--- config.mk ---
export PLATFORM = sky130hd
export DESIGN_NAME = multiplayer_link
export DESIGN_NICKNAME = d
export VERILOG_FILES = /design/src/rtl/multiplayer_link.sv
export SDC_FILE = /design/constraint.sdc
export NUM_CORES = 1
export LEC_CHECK = 0
export ABC_CLOCK_PERIOD_IN_PS = 2600
export BUFFER_PORTS_ARGS = -buffer_cell sky130_fd_sc_hd__buf_2
export CAP_MARGIN = 20
export CORE_ASPECT_RATIO = 1.25
export CORE_UTILIZATION = 44
export CTS_CLUSTER_DIAMETER = 60
export DETAILED_ROUTE_END_ITERATION = 10
export SLEW_MARGIN = 20
export SYNTH_ARGS = -nofsm -noshare
export SYNTH_HDL_FRONTEND = slang
export SYNTH_SLANG_ARGS = --single-unit
--- constraint.sdc ---
create_clock -name clk -period 2.6 [get_ports clk]
set_clock_uncertainty 0.05 [all_clocks]
set_input_delay 0.78 -clock clk [delete_from_list [all_inputs] [get_ports clk]]
set_output_delay 0.78 -clock clk [all_outputs]
set_load 0.03 [all_outputs]
--- src/rtl/multiplayer_link.sv ---
// Full-duplex UART status link between two game boards: broadcasts local status frames
// and tracks the opponent's ready/game-over/multiplayer flags with a link timeout.
module multiplayer_link #(
    parameter int unsigned CLKS_PER_BIT     = 564,
    parameter int unsigned HEARTBEAT_CYCLES = 650000,
    parameter int unsigned TIMEOUT_CYCLES   = 6500000
) (
    input  logic clk,
    input  logic rst,
    input  logic player_ready_in,
    input  logic game_over_in,
    input  logic multiplayer_in,
    input  logic rx,
    output logic tx,
    output logic opponent_ready,
    output logic victory,
    output logic link_up,
    output logic frame_error
);
    localparam int unsigned BitW = $clog2(CLKS_PER_BIT);
    localparam int unsigned HbW  = $clog2(HEARTBEAT_CYCLES);
    localparam int unsigned ToW  = $clog2(TIMEOUT_CYCLES);

    localparam logic [BitW-1:0] BitLast  = BitW'(CLKS_PER_BIT - 1);
    localparam logic [BitW-1:0] HalfLast = BitW'(CLKS_PER_BIT / 2 - 1);
    localparam logic [HbW-1:0]  HbLast   = HbW'(HEARTBEAT_CYCLES - 1);
    localparam logic [ToW-1:0]  ToLast   = ToW'(TIMEOUT_CYCLES - 1);
    localparam logic [3:0]      SyncNib  = 4'hA;

    typedef enum logic [1:0] {StIdle, StStart, StData, StStop} state_e;

    logic [2:0] status;
    assign status = {multiplayer_in, game_over_in, player_ready_in};

    // ---------------- transmitter ----------------
    state_e          tx_state_q, tx_state_d;
    logic [BitW-1:0] tx_cnt_q, tx_cnt_d;
    logic [2:0]      tx_idx_q, tx_idx_d;
    logic [7:0]      tx_shift_q, tx_shift_d;
    logic [HbW-1:0]  hb_cnt_q, hb_cnt_d;
    logic [2:0]      last_sent_q, last_sent_d;
    logic            pending_q, pending_d;
    logic            tx_q, tx_d;
    logic            tx_load;

    always_comb begin
        tx_state_d  = tx_state_q;
        tx_cnt_d    = tx_cnt_q;
        tx_idx_d    = tx_idx_q;
        tx_shift_d  = tx_shift_q;
        last_sent_d = last_sent_q;
        tx_load     = 1'b0;
        hb_cnt_d    = (hb_cnt_q == HbLast) ? hb_cnt_q : hb_cnt_q + HbW'(1);
        pending_d   = pending_q | (status != last_sent_q) | (hb_cnt_d == HbLast);

        unique case (tx_state_q)
            StIdle:  tx_load = pending_q;
            StStart: begin
                if (tx_cnt_q == BitLast) begin
                    tx_cnt_d   = '0;
                    tx_idx_d   = '0;
                    tx_state_d = StData;
                end else begin
                    tx_cnt_d = tx_cnt_q + BitW'(1);
                end
            end
            StData: begin
                if (tx_cnt_q == BitLast) begin
                    tx_cnt_d   = '0;
                    tx_shift_d = tx_shift_q >> 1;
                    if (tx_idx_q == 3'd7) tx_state_d = StStop;
                    else                  tx_idx_d   = tx_idx_q + 3'd1;
                end else begin
                    tx_cnt_d = tx_cnt_q + BitW'(1);
                end
            end
            StStop: begin
                if (tx_cnt_q == BitLast) begin
                    tx_cnt_d = '0;
                    // Pending work chains straight into the next start bit.
                    if (pending_q) tx_load    = 1'b1;
                    else           tx_state_d = StIdle;
                end else begin
                    tx_cnt_d = tx_cnt_q + BitW'(1);
                end
            end
            default: tx_state_d = StIdle;
        endcase

        if (tx_load) begin
            tx_state_d  = StStart;
            tx_cnt_d    = '0;
            tx_shift_d  = {SyncNib, 1'b0, status};
            last_sent_d = status;
            pending_d   = 1'b0;
            hb_cnt_d    = '0;
        end

        unique case (tx_state_d)
            StStart: tx_d = 1'b0;
            StData:  tx_d = tx_shift_d[0];
            default: tx_d = 1'b1;
        endcase
    end

    always_ff @(posedge clk or negedge rst) begin
        if (!rst) begin
            tx_state_q  <= StIdle;
            tx_cnt_q    <= '0;
            tx_idx_q    <= '0;
            tx_shift_q  <= '0;
            hb_cnt_q    <= '0;
            last_sent_q <= '0;
            pending_q   <= 1'b0;
            tx_q        <= 1'b1;
        end else begin
            tx_state_q  <= tx_state_d;
            tx_cnt_q    <= tx_cnt_d;
            tx_idx_q    <= tx_idx_d;
            tx_shift_q  <= tx_shift_d;
            hb_cnt_q    <= hb_cnt_d;
            last_sent_q <= last_sent_d;
            pending_q   <= pending_d;
            tx_q        <= tx_d;
        end
    end

    // ---------------- receiver ----------------
    logic            rx_meta_q, rx_sync_q, rx_prev_q;
    state_e          rx_state_q, rx_state_d;
    logic [BitW-1:0] rx_cnt_q, rx_cnt_d;
    logic [2:0]      rx_idx_q, rx_idx_d;
    logic [7:0]      rx_shift_q, rx_shift_d;
    logic [ToW-1:0]  to_cnt_q, to_cnt_d;
    logic            rx_mp_q, rx_mp_d, rx_go_q, rx_go_d, rx_ready_q, rx_ready_d;
    logic            link_q, link_d;
    logic            ferr_q, opp_q, vic_q;
    logic            rx_valid, rx_bad;

    always_comb begin
        rx_state_d = rx_state_q;
        rx_cnt_d   = rx_cnt_q;
        rx_idx_d   = rx_idx_q;
        rx_shift_d = rx_shift_q;
        rx_valid   = 1'b0;
        rx_bad     = 1'b0;

        unique case (rx_state_q)
            StIdle: begin
                if (rx_prev_q && !rx_sync_q) begin
                    rx_state_d = StStart;
                    rx_cnt_d   = '0;
                end
            end
            StStart: begin
                if (rx_cnt_q == HalfLast) begin
                    rx_cnt_d   = '0;
                    rx_idx_d   = '0;
                    // A start bit that is high again at its centre was a glitch.
                    rx_state_d = rx_sync_q ? StIdle : StData;
                end else begin
                    rx_cnt_d = rx_cnt_q + BitW'(1);
                end
            end
            StData: begin
                if (rx_cnt_q == BitLast) begin
                    rx_cnt_d   = '0;
                    rx_shift_d = {rx_sync_q, rx_shift_q[7:1]};
                    if (rx_idx_q == 3'd7) rx_state_d = StStop;
                    else                  rx_idx_d   = rx_idx_q + 3'd1;
                end else begin
                    rx_cnt_d = rx_cnt_q + BitW'(1);
                end
            end
            StStop: begin
                if (rx_cnt_q == BitLast) begin
                    rx_cnt_d   = '0;
                    rx_state_d = StIdle;
                    if (rx_sync_q && rx_shift_q[7:4] == SyncNib && !rx_shift_q[3]) rx_valid = 1'b1;
                    else                                                           rx_bad   = 1'b1;
                end else begin
                    rx_cnt_d = rx_cnt_q + BitW'(1);
                end
            end
            default: rx_state_d = StIdle;
        endcase

        to_cnt_d   = (to_cnt_q == ToLast) ? to_cnt_q : to_cnt_q + ToW'(1);
        link_d     = link_q;
        rx_mp_d    = rx_mp_q;
        rx_go_d    = rx_go_q;
        rx_ready_d = rx_ready_q;
        if (rx_valid) begin
            link_d     = 1'b1;
            to_cnt_d   = '0;
            rx_mp_d    = rx_shift_q[2];
            rx_go_d    = rx_shift_q[1];
            rx_ready_d = rx_shift_q[0];
        end else if (to_cnt_q == ToLast) begin
            link_d     = 1'b0;
            rx_mp_d    = 1'b0;
            rx_go_d    = 1'b0;
            rx_ready_d = 1'b0;
        end
    end

    always_ff @(posedge clk or negedge rst) begin
        if (!rst) begin
            rx_meta_q  <= 1'b1;
            rx_sync_q  <= 1'b1;
            rx_prev_q  <= 1'b1;
            rx_state_q <= StIdle;
            rx_cnt_q   <= '0;
            rx_idx_q   <= '0;
            rx_shift_q <= '0;
            to_cnt_q   <= '0;
            rx_mp_q    <= 1'b0;
            rx_go_q    <= 1'b0;
            rx_ready_q <= 1'b0;
            link_q     <= 1'b0;
            ferr_q     <= 1'b0;
            opp_q      <= 1'b0;
            vic_q      <= 1'b0;
        end else begin
            rx_meta_q  <= rx;
            rx_sync_q  <= rx_meta_q;
            rx_prev_q  <= rx_sync_q;
            rx_state_q <= rx_state_d;
            rx_cnt_q   <= rx_cnt_d;
            rx_idx_q   <= rx_idx_d;
            rx_shift_q <= rx_shift_d;
            to_cnt_q   <= to_cnt_d;
            rx_mp_q    <= rx_mp_d;
            rx_go_q    <= rx_go_d;
            rx_ready_q <= rx_ready_d;
            link_q     <= link_d;
            ferr_q     <= rx_bad;
            opp_q      <= link_q & rx_ready_q;
            vic_q      <= link_q & multiplayer_in & rx_mp_q & rx_go_q & ~game_over_in;
        end
    end

    assign tx             = tx_q;
    assign opponent_ready = opp_q;
    assign victory        = vic_q;
    assign link_up        = link_q;
    assign frame_error    = ferr_q;

endmodule

==> results of run 1 <==
## cell families (layout without fill, tap and decap cells)
| kind of cell | after synthesis | count (layout) | share of synthesized area, % |
|---|---|---|---|
| simple gates | 258 | 258 | 24.9 |
| flops | 104 | 104 | 48.9 |
| compound gates | 79 | 79 | 9.38 |
| xor+xnor | 47 | 47 | 7.72 |
| buf+inv | 33 | 46 | 2.42 |
| mux | 17 | 17 | 3.42 |
| fa+ha+maj | 14 | 14 | 3.28 |
## sequential cells by signal, summed over array words and instances (netlist names), 2 cells and up, named ones only
register / cells
rx_shift_q: 8
tx_cnt_q: 10
rx_idx_q: 3
hb_cnt_q: 20
rx_cnt_q: 10
last_sent_q: 3
tx_idx_q: 3
to_cnt_q: 23
tx_shift_q: 8
tx_state_q: 2
## path summary, 6_finish.rpt
check / start / end / slack [ns] / depth (start not counted)
min in group asynchronous: rst / tx_cnt_q[8]$_DFFE_PN0P_ / 0.35 / 1
max in group asynchronous: rst / hb_cnt_q[15]$_DFF_PN0_ / 1.60 / 2
worst min register to register: rx_meta_q$_DFF_PN1_ / rx_sync_q$_DFF_PN1_ / 0.31 / 0
worst max register to register: tx_cnt_q[7]$_DFFE_PN0P_ / tx$_DFF_PN1_ / 0.34 / 5
worst max-delay path: tx_cnt_q[7]$_DFFE_PN0P_ / tx$_DFF_PN1_ / 0.34 / 5
worst min-delay path: rx_meta_q$_DFF_PN1_ / rx_sync_q$_DFF_PN1_ / 0.31 / 0
## synth_stat cells, drive strengths merged (7+ instances only)
| library cell | n |
|---|---|
| xnor2 | 17 |
| nor4 | 7 |
| ha | 14 |
| a21oi | 16 |
| xor2 | 30 |
| dfrtp | 100 |
| clkbuf | 20 |
| nand4 | 15 |
| o21ai | 32 |
| and3 | 14 |
| nor2b | 7 |
| nor3 | 13 |
| nand3 | 29 |
| mux2i | 7 |
| inv | 9 |
| and4 | 8 |
| nand2 | 54 |
| mux2 | 10 |
| nor2 | 70 |
| nand2b | 9 |
| a22o | 10 |
## area by class of cell
class,instances,area (um^2),area share (%)
Clock buffer,10,229,3.90
Tap cell,161,201,3.43
Clock inverter,5,33.8,0.575
Inverter,9,33.8,0.575
Timing Repair Buffer,22,168,2.85
Multi-Input combinational cell,415,2600,44.3
Sequential cell,104,2610,44.4
## worst register-to-register path: cells and delay by family, from the launching register on
family	cells	cell delay (ns)
DFF	1	0.41
muxes	1	0.27
and+or+nand+nor	4	1.46
## per-stage QoR
| step | power, mW | instance area (um^2) | setup slack, ns | cells |
|---|---|---|---|---|
| after floorplan | 1.98 | 5340 | 0.477 | 552 |
| after global placement | 2.07 | 5610 | 0.377 | 711 |
| after detailed placement | 2.08 | 5610 | 0.367 | 711 |
| after CTS | 3.33 | 5870 | 0.333 | 726 |
| after global routing | 3.46 | 5870 | 0.120 | 726 |
| final | 3.28 | 5870 | 0.338 | 726 |
## layer usage
metal / wire (um) / vias up / share of wire [%] / track usage [%]
met4: 184 / 0 / 1.8 / 7.84
met3: 219 / 15 / 2.2 / 3.80
met2: 4910 / 44 / 49 / 29.0
li1: - / 1954 / - / -
met5: 0 / - / 0 / 0
met1: 4770 / 1881 / 47 / 23.0
## power breakdown
part | total (mW) | internal (mW) | switching (mW) | leakage, nW
Clock | 1.23 | 0.644 | 0.585 | 0.125
Combinational | 0.240 | 0.115 | 0.125 | 1.14
Sequential | 1.81 | 1.70 | 0.109 | 1.35
Total | 3.28 | 2.46 | 0.819 | 2.61
==> flow_summary.toml, run 1 <==
[status]
status = "finished, final reports clean"

[cells_and_area]
drive_gt1_share_pct = 9.91
fin_nets = 581
fillers = 1074
final_cell_mix = "dfrtp_1, nor2_1, nand2_1"
final_common_cell = "dfrtp_1"
area_delta_synth_final_pct = 10.1
finish.utilization_pct = 50.1
n_antenna_cell = 0

[floorplanning]
die_x_um = 100
initial_core_util_pct = 45.5
row_count = 44
die_height_um = 125
core_region_area_mm2 = 0.0117
die_area_mm2 = 0.0126
pin_count = 11

[global_route]
grt_pass1_wl_um = 18100
grt_pass1_vias = 3918
grtUsageTotal_pct = 17.9
overflow = 0
grt_max_degree = 37
antenna_found_initial = 0

[synthesis]
synth-main-ff-cell = "dfrtp_1"
synth-seq-cells = 104
synthTopCellsByArea = "dfrtp_1, nor2_1, xor2_1"
yosys.area.top_type_share_pct = 46.9
synth-edff-count = 0
netlist_area_mm2 = 0.00534
synth_cell_type_count = 50
avgSynthCellArea_um2 = 9.67
yosysTopAreaCell = "dfrtp_1"
async_reset_ff_share_pct = 100
syn_nets = 572
synth_warnings = 0
synth_cells = 552
yosysSeqAreaShare_pct = 48.9

[drt]
drtAntennaViolNets = 0
routedWlPerCell_um = 13.9
drc = 0
vias = 3894
vias_per_cell = 5.36
wl_um = 10100
dr.pass1.iters = 4
drt-initial-drc-count = 141

[cts]
postCtsSetupBuffers = 0
cts_num_sinks = 104
cts_resized = 0
numCtsBuffers = 9
root_buffer = "clkbuf_16"
h-tree-depth = 3
clk_pin_slew_ns = 0.07
insertion_delay_ns = 0.34
cts_buffer_depth = 2
cts_tree = "yes"
cts_hold_buf = 0

[run]
maxCapViolCount = 0

[power_and_ir_drop]
power_density_mw_per_mm2 = 558
ir_worst_vdd_uv = 247
p_leak_nw = 2.61

[critical_path]
crit_required_ns = 2.82
slowest_delay_ns = 0.60
critPathBufInv = 0
end_kind = "flop"
worstPathCellList = "nor4bb_1 -> nand4_1 -> nor3b_1 -> nor3_1 -> mux2_2"
critPathLaunchType = "flop"
arrival_ns = 2.48
cp_max_fo = 5
cp_slowest_cell = "nor4bb_1"
crit_type = "reg -> reg"
path_delay_family = "simple AND/OR/NAND/NOR gates"

[timing]
fin_setup_tns_ns = 0
rsz0062_at_grt = "no"
slew_violations = 0
hold_ws_ns = 0.307
tightest_slew_ns = 0.641
maxSlewHeadroom_pct = 56.7
period_needed_ns = 2.26
hold_viol = 0
fin_crit_sh_pct = 87.0
max_freq_mhz = 442
setup_viol = 0

[place]
place_congestion = 0.844
io_buffer_count = 10
hpwlAfterDp_um = 7040

[worst_hold_path]
hp-class = "reg -> reg"
Note: power is estimated with default switching activity, not from simulation.
==> run 2: changes to the inputs <==
--- a/config.mk
+++ b/config.mk
@@ -5,6 +5,7 @@
 export SDC_FILE = /design/constraint.sdc
 export NUM_CORES = 1
 export LEC_CHECK = 0
+export ABC_AREA = 1
 export ABC_CLOCK_PERIOD_IN_PS = 2600
 export BUFFER_PORTS_ARGS = -buffer_cell sky130_fd_sc_hd__buf_2
 export CAP_MARGIN = 20
==> flow_summary.toml, run 2 <==
[status]
status = "finished, final reports clean"

[global_route]
grt_max_degree = 39
grtUsageTotal_pct = 18.9
antenna_found_initial = 0
grt_pass1_vias = 4449
overflow = 0
grt_pass1_wl_um = 20400

[synthesis]
synth_warnings = 0
synth-seq-cells = 104
ys_top_cells_by_count = "nand2_1, dfrtp_1, nor2_1"
synth_cell_type_count = 44
netlist_area_mm2 = 0.00570
synth_cells = 733
avgSynthCellArea_um2 = 7.78
async_reset_ff_share_pct = 100
yosysTopAreaCell = "dfrtp_1"
yosysSeqAreaShare_pct = 45.7
synthTopCellsByArea = "dfrtp_1, nand2_1, nor2_1"
synth-main-ff-cell = "dfrtp_1"
yosysMostFrequentCell = "nand2_1"
syn_nets = 753
synth-edff-count = 0
yosys.area.top_type_share_pct = 43.9

[critical_path]
arrival_ns = 2.35
path_delay_family = "simple AND/OR/NAND/NOR gates"
ff2ff_path_depth = 10
crit_required_ns = 2.78
cp_slowest_cell = "dfrtp_1"
critPathBufInv = 1
cp_max_fo = 18
crit_type = "reg -> reg"
critPathLaunchType = "flop"
slowest_delay_ns = 0.36
end_kind = "flop"
cp_num_cells = 10
path_common_cell = "nor2_1"
worstPathCellList = "ha_1 -> nand3_1 -> nor2_1 -> nand2_2 -> o21ai_2 -> nand2_2 -> inv_2 -> nor2_1 -> nor2_1 -> nor3_1"

[place]
placed_area_mm2 = 0.00598
dp_slack_ns = 0.416
io_buffer_count = 10
place_congestion = 0.881
hpwlAfterDp_um = 8700

[timing]
hold_viol = 0
slew_violations = 0
max_freq_mhz = 461
fin_crit_sh_pct = 83.4
maxSlewHeadroom_pct = 65.4
rsz0062_at_grt = "no"
setup_slack_ns = 0.432
setup_viol = 0
period_needed_ns = 2.17
fin_setup_tns_ns = 0
tightest_slew_ns = 0.514

[floorplanning]
die_area_mm2 = 0.0134
die_x_um = 104
initial_core_util_pct = 45.0
die_height_um = 129
core_region_area_mm2 = 0.0127
pin_count = 11
row_count = 46

[power_and_ir_drop]
power_density_mw_per_mm2 = 611
p_leak_nw = 3.18
ir_worst_vdd_uv = 366

[drt]
dr.pass1.iters = 4
vias = 4656
vias_per_cell = 5.03
routedWlPerCell_um = 12.6
drc = 0
drt-initial-drc-count = 180
wl_um = 11700
drtAntennaViolNets = 0

[cts]
postCtsSetupBuffers = 0
clk_pin_slew_ns = 0.07
numCtsBuffers = 9
cts_tree = "yes"
cts_resized = 0
cts_buffer_depth = 2
cts_num_sinks = 104
cts_hold_buf = 0
h-tree-depth = 3
root_buffer = "clkbuf_16"
insertion_delay_ns = 0.35

[cells_and_area]
final_common_cell = "nand2_1"
reg_top3 = "to_cnt_q: 23 flops, hb_cnt_q: 20 flops"
final_cell_mix = "nand2_1, dfrtp_1, nor2_1"
area_delta_synth_final_pct = 12.0
n_antenna_cell = 0
largest_reg_flops = 23
final_cell_area_mm2 = 0.00639
fin_nets = 773
drive_gt1_share_pct = 10.9
regMostFlops = "to_cnt_q"

[run]
maxCapViolCount = 0

[worst_hold_path]
hp-class = "reg -> reg"
hold_path_depth = 0
[run 2: metrics by stage]
stage / hold slack [ns] / cells / util, % / total power, mW
finish: 0.312 / 926 / 50.4 / 3.90
CTS: 0.316 / 926 / 50.4 / 3.95
floorplan: 0.295 / 733 / - / 2.03
global placement: 0.305 / 910 / 47.3 / 2.14
detailed placement: 0.306 / 910 / 47.3 / 2.16
global route: 0.317 / 926 / 50.4 / 4.10
[run 2: kinds of logic after synthesis]
| family | count (synthesis) | share of synthesized area, % |
|---|---|---|
| fa+ha+maj | 14 | 3.07 |
| mux | 4 | 0.768 |
| buf+inv | 112 | 7.59 |
| flops | 104 | 45.7 |
| compound gates | 87 | 8.45 |
| xor+xnor | 18 | 2.76 |
| simple gates | 394 | 31.6 |
[run 2: where the power goes]
| part | switching (mW) | internal (mW) | total (mW) | leakage [nW] |
|---|---|---|---|---|
| Combinational | 0.268 | 0.121 | 0.390 | 1.62 |
| Clock | 0.585 | 1.19 | 1.77 | 0.196 |
| Sequential | 0.0570 | 1.68 | 1.74 | 1.36 |
| Total | 0.911 | 2.99 | 3.90 | 3.18 |
[run 2: final timing paths]
check | startpoint | to | slack [ns]
min in group asynchronous | rst | hb_cnt_q[7]$_DFF_PN0_ | 0.34
setup reg to reg | tx_cnt_q[0]$_DFFE_PN0P_ | tx_cnt_q[9]$_DFFE_PN0P_ | 0.43
max in group asynchronous | rst | to_cnt_q[17]$_DFFE_PN0P_ | 1.52
hold / removal | rx_meta_q$_DFF_PN1_ | rx_sync_q$_DFF_PN1_ | 0.31
setup / recovery | tx_cnt_q[0]$_DFFE_PN0P_ | tx_cnt_q[9]$_DFFE_PN0P_ | 0.43
hold reg to reg | rx_meta_q$_DFF_PN1_ | rx_sync_q$_DFF_PN1_ | 0.31
[run 2: layout make-up]
class                      instances  area [um^2]
tap                              168          210
sequential                       104         2610
inverter                         106          402
clock buffer                      11          253
timing repair buffer              15          103
multi-input combinational        517         2660
clock inverter                     5          150
fill                            1229         6270
[run 2: metal layers]
metal	global-route usage (%)	routed length, um
met5	0	0
met4	7.31	218
met3	3.87	313
met2	32.1	5560
met1	23.9	5560
